## src/rtl/pe_shift_sum_pkg.sv

```systemverilog
// Shared PE control package: psum geometry, shift-sum control word and
// shift-sum stage state encoding.
package pe_shift_sum_pkg;

  localparam int unsigned AuODWd     = 11;
  localparam int unsigned PsumDWd    = 16;
  localparam int unsigned PPadSize   = 64;
  localparam int unsigned PPadAddrWd = $clog2(PPadSize);

  typedef enum logic [1:0] {
    SHT1 = 2'd0,
    SHT2 = 2'd1,
    SHT4 = 2'd2,
    SHT8 = 2'd3
  } ShtNum;

  typedef struct packed {
    logic  valid;
    logic  init;
    logic  fstpix;
    logic  lstpix;
    logic  sht;
    ShtNum sht_num;
  } SSctl;

  typedef enum logic {
    RUN   = 1'b0,
    CLEAR = 1'b1
  } SsState;

  function automatic int unsigned sht_amt(input ShtNum n);
    case (n)
      SHT1:    return 1;
      SHT2:    return 2;
      SHT4:    return 4;
      default: return 8;
    endcase
  endfunction

endpackage

```

## src/rtl/pe_shift_sum_ppad.sv

```systemverilog
// Psum pad: register file with asynchronous zero reset, combinational read
// and a single synchronous write port.
module pe_ppad #(
  parameter int unsigned DWd    = 16,
  parameter int unsigned Size   = 64,
  parameter int unsigned AddrWd = $clog2(Size)
) (
  input  logic              clk,
  input  logic              rst_n,
  input  logic              we_i,
  input  logic [AddrWd-1:0] waddr_i,
  input  logic [DWd-1:0]    wdata_i,
  input  logic [AddrWd-1:0] raddr_i,
  output logic [DWd-1:0]    rdata_o
);

  logic [DWd-1:0] mem_q [Size];

  always_ff @(posedge clk or negedge rst_n) begin
    if (!rst_n) begin
      for (int unsigned i = 0; i < Size; i++) begin
        mem_q[i] <= '0;
      end
    end else if (we_i) begin
      mem_q[waddr_i] <= wdata_i;
    end
  end

  assign rdata_o = mem_q[raddr_i];

endmodule

```

## src/rtl/pe_shift_sum.sv

```systemverilog
// Bit-serial shift-accumulate stage folding Aunit partial products into a psum
// pad. Build option PE_PSUM_SAT_EN selects saturating instead of wrapping psums.
module pe_shift_sum #(
  parameter int unsigned AuODWd     = pe_shift_sum_pkg::AuODWd,
  parameter int unsigned PsumDWd    = pe_shift_sum_pkg::PsumDWd,
  parameter int unsigned PPadSize   = pe_shift_sum_pkg::PPadSize,
  parameter int unsigned PPadAddrWd = $clog2(PPadSize)
) (
  input  logic                    clk,
  input  logic                    rst_n,
  input  logic                    au_valid,
  output logic                    au_ready,
  input  logic [AuODWd-1:0]       au_data,
  input  pe_shift_sum_pkg::SSctl  au_ctl,
  input  logic [PPadAddrWd-1:0]   au_paddr,
  output logic                    ps_valid,
  input  logic                    ps_ready,
  output logic [PsumDWd-1:0]      ps_data,
  output logic [PPadAddrWd-1:0]   ps_paddr
);

  import pe_shift_sum_pkg::*;

  SsState                  state_q, state_d;
  logic [PPadAddrWd-1:0]   clr_cnt_q, clr_cnt_d;
  logic                    rdy_en_q;

  logic                    s1_valid_q;
  logic [AuODWd-1:0]       s1_data_q;
  SSctl                    s1_ctl_q;
  logic [PPadAddrWd-1:0]   s1_addr_q;

  logic                    ps_valid_q, ps_valid_d;
  logic [PsumDWd-1:0]      ps_data_q;
  logic [PPadAddrWd-1:0]   ps_paddr_q;

  logic                    s1_init, s1_beat, s1_stall, accept, ps_load;
  logic                    pad_we;
  logic [PPadAddrWd-1:0]   pad_waddr;
  logic [PsumDWd-1:0]      pad_wdata, pad_rdata, old, res;

  // Beats whose control word is not valid occupy S1 but are otherwise inert.
  assign s1_init  = s1_valid_q && s1_ctl_q.valid && s1_ctl_q.init;
  assign s1_beat  = s1_valid_q && s1_ctl_q.valid && !s1_ctl_q.init;
  assign s1_stall = s1_beat && s1_ctl_q.lstpix && ps_valid_q && !ps_ready;
  assign ps_load  = s1_beat && s1_ctl_q.lstpix && !s1_stall;

  assign au_ready = rdy_en_q && (state_q == RUN) && !s1_stall && !s1_init;
  assign accept   = au_valid && au_ready;

  assign old = s1_ctl_q.fstpix ? '0 : pad_rdata;

`ifdef PE_PSUM_SAT_EN
  localparam int unsigned AccWd = PsumDWd + 9;
  logic signed [AccWd-1:0] old_w, base_w, acc_w;
  logic                    in_range;

  always_comb begin
    old_w    = {{(AccWd-PsumDWd){old[PsumDWd-1]}}, old};
    base_w   = s1_ctl_q.sht ? (old_w <<< sht_amt(s1_ctl_q.sht_num)) : old_w;
    acc_w    = base_w + {{(AccWd-AuODWd){s1_data_q[AuODWd-1]}}, s1_data_q};
    // Representable iff every bit above the psum sign bit copies it.
    in_range = (&acc_w[AccWd-1:PsumDWd-1]) || (~|acc_w[AccWd-1:PsumDWd-1]);
    res      = in_range ? acc_w[PsumDWd-1:0]
                        : {acc_w[AccWd-1], {(PsumDWd-1){~acc_w[AccWd-1]}}};
  end
`else
  logic [PsumDWd-1:0] base_n;

  // Wrapped result only needs the low PsumDWd bits, which are identical to
  // those of the wide accumulation.
  always_comb begin
    base_n = s1_ctl_q.sht ? (old << sht_amt(s1_ctl_q.sht_num)) : old;
    res    = base_n + {{(PsumDWd-AuODWd){s1_data_q[AuODWd-1]}}, s1_data_q};
  end
`endif

  always_comb begin
    state_d   = state_q;
    clr_cnt_d = clr_cnt_q;
    case (state_q)
      RUN: begin
        if (s1_init) begin
          state_d   = CLEAR;
          clr_cnt_d = '0;
        end
      end
      default: begin
        clr_cnt_d = clr_cnt_q + 1'b1;
        if (clr_cnt_q == PPadAddrWd'(PPadSize - 1)) begin
          state_d = RUN;
        end
      end
    endcase
  end

  always_comb begin
    pad_we    = 1'b0;
    pad_waddr = s1_addr_q;
    pad_wdata = res;
    if (state_q == CLEAR) begin
      pad_we    = 1'b1;
      pad_waddr = clr_cnt_q;
      pad_wdata = '0;
    end else if (s1_beat && !s1_ctl_q.lstpix) begin
      pad_we = 1'b1;
    end
  end

  always_comb begin
    ps_valid_d = ps_valid_q;
    if (ps_load) begin
      ps_valid_d = 1'b1;
    end else if (ps_ready) begin
      ps_valid_d = 1'b0;
    end
  end

  always_ff @(posedge clk or negedge rst_n) begin
    if (!rst_n) begin
      state_q    <= RUN;
      clr_cnt_q  <= '0;
      rdy_en_q   <= 1'b0;
      s1_valid_q <= 1'b0;
      s1_data_q  <= '0;
      s1_ctl_q   <= '0;
      s1_addr_q  <= '0;
      ps_valid_q <= 1'b0;
      ps_data_q  <= '0;
      ps_paddr_q <= '0;
    end else begin
      state_q    <= state_d;
      clr_cnt_q  <= clr_cnt_d;
      rdy_en_q   <= 1'b1;
      ps_valid_q <= ps_valid_d;
      if (accept) begin
        s1_valid_q <= 1'b1;
        s1_data_q  <= au_data;
        s1_ctl_q   <= au_ctl;
        s1_addr_q  <= au_paddr;
      end else if (!s1_stall) begin
        s1_valid_q <= 1'b0;
      end
      if (ps_load) begin
        ps_data_q  <= res;
        ps_paddr_q <= s1_addr_q;
      end
    end
  end

  pe_ppad #(
    .DWd    (PsumDWd),
    .Size   (PPadSize),
    .AddrWd (PPadAddrWd)
  ) u_ppad (
    .clk     (clk),
    .rst_n   (rst_n),
    .we_i    (pad_we),
    .waddr_i (pad_waddr),
    .wdata_i (pad_wdata),
    .raddr_i (s1_addr_q),
    .rdata_o (pad_rdata)
  );

  assign ps_valid = ps_valid_q;
  assign ps_data  = ps_data_q;
  assign ps_paddr = ps_paddr_q;

endmodule

```

## config.mk

```make
export PLATFORM = sky130hd
export DESIGN_NAME = pe_shift_sum
export DESIGN_NICKNAME = d
export VERILOG_FILES = /design/src/rtl/pe_shift_sum_pkg.sv /design/src/rtl/pe_shift_sum_ppad.sv /design/src/rtl/pe_shift_sum.sv
export SDC_FILE = /design/constraint.sdc
export NUM_CORES = 2
export LEC_CHECK = 0
export CAP_MARGIN = 10
export CORE_ASPECT_RATIO = 0.6
export CORE_MARGIN = 4
export CORE_UTILIZATION = 45
export CTS_BUF_LIST = sky130_fd_sc_hd__clkbuf_16
export DETAILED_ROUTE_END_ITERATION = 16
export GPL_TIMING_DRIVEN = 0
export SLEW_MARGIN = 30
export SYNTH_ARGS = -nofsm -noshare
export SYNTH_HDL_FRONTEND = slang
export SYNTH_SLANG_ARGS = --single-unit
```

## constraint.sdc

```tcl
create_clock -name clk -period 7.51 [get_ports clk]
set_input_delay 2.253 -clock clk [delete_from_list [all_inputs] [get_ports clk]]
set_output_delay 2.253 -clock clk [all_outputs]
set_load 0.02 [all_outputs]
```

Word level (Yosys, flattened, before mapping)
Index checks and enable logic that the tools add are counted.
W data, S select, Z words.
{ "classes": {"addsub": 2, "n_lt_le_gt_ge": 3, "n_eq_ne": 4, "n_shift": 1, "mux": 22, "bitwise_logic": 3, "n_reduce_logical": 21} }
{ "ops": {"columns": ["op", "n"], "rows": [
  ["$bwmux W1024", 1],
  ["$bmux W16 S6", 1],
  ["$demux W16 S6", 1],
  ["$mux W16", 6],
  ["$shl A16 B32 Y16", 1],
  ["$mux W6", 3],
  ["$add A16 B16 Y16", 1],
  ["$ge A7 B7 Y1 const B", 2],
  ["$not A6 Y7", 2],
  ["$logic_and A1 B1 Y1", 13],
  ["$pmux W4 S3", 1],
  ["$mux W1", 9],
  ["$lt A7 B1 Y1 const B", 1],
  ["$add A6 B1 Y6 const B", 1],
  ["$eq A6 B6 Y1 const B", 1],
  ["$logic_not A1 Y1", 5],
  ["$reduce_bool A2 Y1", 2],
  ["$eq A2 B1 Y1 const B", 1],
  ["$eq A2 B2 Y1 const B", 1],
  ["$logic_not A2 Y1", 1],
  ["$ne A2 B1 Y1 const B", 1],
  ["$not A1 Y1", 1]
]} }
{ "totals": {"reg_bits": 1080, "in_bits": 28, "output_inout_bits": 24} }

Logic depth before layout (Yosys ltp)
{ "logic_depth": {"depth_word": 10, "depth_mapped": 27, "ltp_nobuf": 19} }

Hierarchy
Synthesis repeated with hierarchy kept, for this count alone.
{ "unflattened": {"hier_cells": 3387, "area_unflattened_um2": 50780.0} }
{ "by_module_without_submodules": {"columns": ["module", "n_inst", "cells_per_inst", "area_per_inst_um2", "seq_area_each_um2"], "rows": [
  ["pe_ppad", 1, 3024, 47122.7, 25624.6],
  ["pe_shift_sum", 1, 363, 3657.3, 1401.3]
]} }

Least setup slack after synthesis
OpenSTA, ideal clock, no wires.
{ "synth_timing": {"path_type": "register to register", "start": "register s1_addr_q[0]", "end": "register u_ppad.mem_q[174] in the netlist's numbering", "t_arrival_ns": 5.673, "required_ns": 7.377, "slack_ns": 1.704, "stages_incl_launch_ff": 27, "path_buffers": 7, "synth_period_minus_slack_ns": 5.806, "path_cell_list": "dfrtp_1 > buf_4 > buf_6 > buf_8 > buf_6 > buf_6 > buf_4 > mux4_2 > mux4_2 > mux4_2 > nand2_1 > inv_1 > nand2_1 > a21oi_1 > nand2_1 > o21ai_0 > ha_1 > nor2b_1 > o21ai_0 > a21boi_0 > o21ai_0 > a21boi_0 > o2111ai_1 > a2111oi_0 > a211oi_1 > clkbuf_1 > o21ai_0"} }
{ "synth_between": {"elab_chain_len": 10, "word_cells_on_any_way": 17, "cone_classes": "add/sub (1); order compare (2); shift (1); mux (10); bitwise (2); reduce/logical (1)"} }
{ "synth_rtl": {"columns": ["element", "line", "rtl"], "rows": [
  ["start, declared", "pe_shift_sum.sv:31", "logic [PPadAddrWd-1:0] s1_addr_q;"],
  ["start signal, assigned", "pe_shift_sum.sv:140", "s1_addr_q <= au_paddr;"],
  ["$not A6 Y7 (not written as such)", "pe_shift_sum_ppad.sv:29", "assign rdata_o = mem_q[raddr_i];"],
  ["$bmux W16 S6", "pe_shift_sum_ppad.sv:29", null],
  ["$mux W16 (not written as such) (2 in series)", "pe_shift_sum_ppad.sv:29", null],
  ["$mux W16", "pe_shift_sum.sv:51", "assign old = s1_ctl_q.fstpix ? '0 : pad_rdata;"],
  ["$shl A16 B32 Y16", "pe_shift_sum.sv:73", "base_n = s1_ctl_q.sht ? (old << sht_amt(s1_ctl_q.sht_num)) : old;"],
  ["$mux W16", "pe_shift_sum.sv:73", null],
  ["$add A16 B16 Y16", "pe_shift_sum.sv:74", "res = base_n + {{(PsumDWd-AuODWd){s1_data_q[AuODWd-1]}}, s1_data_q};"],
  ["$mux W16", "pe_shift_sum.sv:101", "if (state_q == CLEAR) begin"],
  ["$bwmux W1024 (*)", "pe_shift_sum_ppad.sv:25", "mem_q[waddr_i] <= wdata_i;"],
  ["end signal, assigned by index", "pe_shift_sum_ppad.sv:25", null],
  ["end, declared", "pe_shift_sum_ppad.sv:17", "logic [DWd-1:0] mem_q [Size];"]
]} }
Every way passes the cells marked *; elsewhere a longest branch is shown, timed or not. The select of a mux whose other input is x is not followed.
A chain may end at the register's enable or synchronous reset.

Worst setup path in the final report
{ "layout_timing": {"start": "register s1_addr_q[1]", "end": "register ps_data_q[15] (netlist: ps_data[15])"} }
{ "layout_between": {"elab_chain_len": 8} }
{ "layout_rtl": {"columns": ["element", "line", "rtl"], "rows": [
  ["$not A6 Y7 (not written as such) (*)", "pe_shift_sum_ppad.sv:29", null],
  ["$bmux W16 S6 (*)", "pe_shift_sum_ppad.sv:29", null],
  ["$mux W16 (not written as such) (*) (2 in series)", "pe_shift_sum_ppad.sv:29", null],
  ["$mux W16 (*)", "pe_shift_sum.sv:51", null],
  ["$shl A16 B32 Y16", "pe_shift_sum.sv:73", null],
  ["$mux W16 (*)", "pe_shift_sum.sv:73", null],
  ["$add A16 B16 Y16 (*)", "pe_shift_sum.sv:74", null],
  ["end signal, assigned", "pe_shift_sum.sv:145", "ps_data_q <= res;"],
  ["end, declared", "pe_shift_sum.sv:34", "logic [PsumDWd-1:0] ps_data_q;"]
]} }
Marked as above.

==> results.toml <==
[placed_design]
place_inst = 5888
gp_congestion = 1.050
io_buffers = 51
dp_hpwl_um = 149000

[detailed_routing]
ant_nets = 0
via_per_inst = 6.472
drc = 0
drtIter0Drc = 6448
wire_per_inst_um = 33.78
vias = 39350
routed_wl_um = 205300
drt-pass1-iter-count = 8

[clock_network]
insertion_delay_ps = 750
cts_sinks = 1080
h-tree-depth = 3
ctsHoldBuffers = 0
numCtsBuffers = 101
clock_path_buffers = 3
clk_pin_slew_ps = 60
cts_root_buf = "clkbuf_16"
tritoncts = "built"

[worst_setup_path]
reg2reg_depth = 25
r2r_setup_slack_ps = -60
critPathLaunchType = "flip-flop"
cp.required_ps = 8080
cp_top_family = "buffers and inverters"
cpMaxStageDelayCell = "dfrtp_2"
cp_common_cell = "buf_6"
r2r_start = "s1_addr_q[1]$_DFFE_PN0P_"
path_buf_inv = 9
worstSetupStartpoint = "s1_addr_q[1]$_DFFE_PN0P_"
worstSetupPathType = "flip-flop to flip-flop"
cp_max_fo = 10
cpPeakStageDelay_ps = 520
reg2reg_to = "ps_data[15]$_DFFE_PN0P_"
cp-end-kind = "flip-flop"
crit_arrival_ps = 8140

[floorplan]
die_h_um = 261.7
start_util_pct = 45.68
rows = 92
ios = 52
core_um2 = 105700
dieWidth_um = 430.8
dieArea_um2 = 112800

[cells_and_area]
final_common_cell = "nand2_1"
finalNonFillerCells = 6079
final_cell_mix = "1,157 x nand2_1, 1,079 x dfrtp_1, 992 x o21ai_0, 294 x mux4_2, 290 x clkbuf_1"
final_nets = 4621
area_growth_pct = 13.52
drive_gt1_share_pct = 14.13

[logic_synthesis]
yosys_warnings = 0
syn_inst = 4397
postSynthNetCount = 4443
syn_avg_cell_area_um2 = 10.98
synth-main-ff-cell = "dfrtp_1"
synth-async-reset-ratio_pct = 100.0
ys_types = 67
synth_area_um2 = 48280
ys_seq_area_share_pct = 55.98
synth_edf_count = 0
ys_ff_latch = 1080

[global_route]
overflow = 0
first_global_vias = 36520
grt_max_degree = 124
antenna_found_initial = 14
grt_pass1_wl_um = 290200
track_usage_pct = 36.99

[sta]
slew_headroom_pct = 25.20
hold_viol = 0
worst_slew_pin_slew_ps = 1118
worst_slack_ps = -61.67
finalCritPeriodShare_pct = 100.8
fmax_mhz = 132.1
slew_viol_final = 0
min_period_ps = 7572
setup_viol = 2
finalClockSkew_ps = 50.99

[hold_path]
hp-start = "u_ppad.mem_q[392]$_DFFE_PN0P_"
worstHoldEndpoint = "u_ppad.mem_q[392]$_DFFE_PN0P_"
hp-class = "flip-flop to flip-flop"
min_path_cells = 2

[status]
failed_checks = "negative setup slack"
status = "complete, but fails checks"

[pwr]
ir_worst_vdd_uv = 335.0
power_switching_mw = 12.43
finalPower_mw = 26.54
power_frac_seq_pct = 32.6
p_per_area_nw_per_um2 = 484.4
p_leak_nw = 23.59
pwr-share-comb_pct = 48.0
switching_share_pct = 46.83
p_clk_share_pct = 19.3
p_int_mw = 14.11

[flow_run]
cap_violations = 0
per-layer routing:
layer / GRT usage, % / part of all wire [%] / vias to the layer above
met4: 11.48 / 3.4 / 8
met3: 21.96 / 19 / 345
met1: 54.25 / 41 / 20310
met5: 1.892 / 0.061 / -
met2: 44.48 / 37 / 2871
li1: - / - / 15810
worst max-delay path by stage:
stage | endpoint | depth (start not counted)
6_report | ps_data[15]$_DFFE_PN0P_ | 25
2_1_floorplan | u_ppad.mem_q[174]$_DFFE_PN0P_ | 26
3_5_place_dp | u_ppad.mem_q[636]$_DFFE_PN0P_ | 28
3_3_place_gp | u_ppad.mem_q[726]$_DFFE_PN0P_ | 1
4_1_cts | u_ppad.mem_q[494]$_DFFE_PN0P_ | 27
5_1_grt | u_ppad.mem_q[620]$_DFFE_PN0P_ | 27
state kept, by name, summed over array words and instances, names as in the netlist:
name          count
ps_valid          1
ps_data          16
s1_data_q        11
ps_paddr          6
s1_ctl_q          7
state_q           1
s1_valid_q        1
rdy_en_q          1
s1_addr_q         6
clr_cnt_q         6
u_ppad.mem_q   1024
worst min-delay path, stage by stage (launching register included):
cell	delay [ps]
dfrtp_1	340
nand2_1	40
o21ai_0	60
synth_stat cells, types with 7 or more instances:
library cell / count / area share (%)
nand2_1: 1165 / 9.1
dfrtp_1: 1080 / 56
o21ai_0: 994 / 10
clkbuf_1: 333 / 2.6
mux4_2: 294 / 14
o31ai_1: 62 / 0.96
nor2_1: 48 / 0.37
mux2i_1: 43 / 0.89
mux2_2: 40 / 0.93
buf_6: 26 / 0.61
a21oi_1: 25 / 0.26
buf_4: 19 / 0.30
inv_1: 18 / 0.14
ha_1: 17 / 0.44
buf_2: 16 / 0.17
nor2b_1: 12 / 0.16
a22oi_1: 11 / 0.17
a31oi_1: 11 / 0.14
nand3_1: 11 / 0.11
nor3_1: 11 / 0.11
buf_1: 10 / 0.078
nand2b_1: 10 / 0.13
o22ai_1: 9 / 0.12
o31ai_2: 9 / 0.23
xnor2_1: 9 / 0.16
a211oi_1: 8 / 0.12
a21boi_0: 8 / 0.12
a22o_1: 7 / 0.13
logic make-up (layout without fill, tap and decap cells):
group / after synthesis / after routing / synth area share, %
buf+inv: 424 / 684 / 3.914
mux: 377 / 377 / 15.54
fa+ha+maj: 18 / 18 / 0.4821
xor+xnor: 9 / 9 / 0.1633
other cells: 1 / 13 / 0.007768
flops: 1080 / 1080 / 55.98
simple gates: 1299 / 1299 / 10.54
compound gates: 1189 / 1189 / 13.37
stage by stage:
stage	setup TNS [ps]	worst slack [ps]	util (%)	hold slack, ps	instance area [um2]
after global placement	-	-46040	47.84	456.5	50550
after detailed placement	-536830	-1584	48.66	463.8	51420
after CTS	0	3.814	51.82	479.4	54760
after floorplan	0	1704	-	443.2	48280
final	-67.49	-61.67	51.86	474.9	54800
after global routing	-47.17	-17.17	51.83	485.9	54770
final cells by class:
class	count	area, um2
Fill cell	9517	50870
Sequential cell	1080	27030
Multi-Input combinational cell	2893	19530
Clock buffer	102	2552
Buffer	393	1914
Tap cell	1410	1764
Timing Repair Buffer	87	1297
Clock inverter	83	620.6
Inverter	19	71.32
Antenna cell	12	30.03
power groups by stage:
stage / registers [mW] / logic (mW) / clock network (mW)
floorplan: 8.34 / 6.19 / 0
global placement: 8.73 / 11.5 / 0
detailed placement: 8.65 / 12.0 / 0
CTS: 8.58 / 12.1 / 5.15
global route: 8.80 / 13.1 / 5.39
finish: 8.65 / 12.8 / 5.14
repair_timing:
action	in CTS	in global routing
resized for setup	61	27
setup endpoints to repair	749	636
pin swaps	2	1
gates cloned	0	0
setup buffers	4	2
No activity file was read; power rests on OpenSTA's default activity.
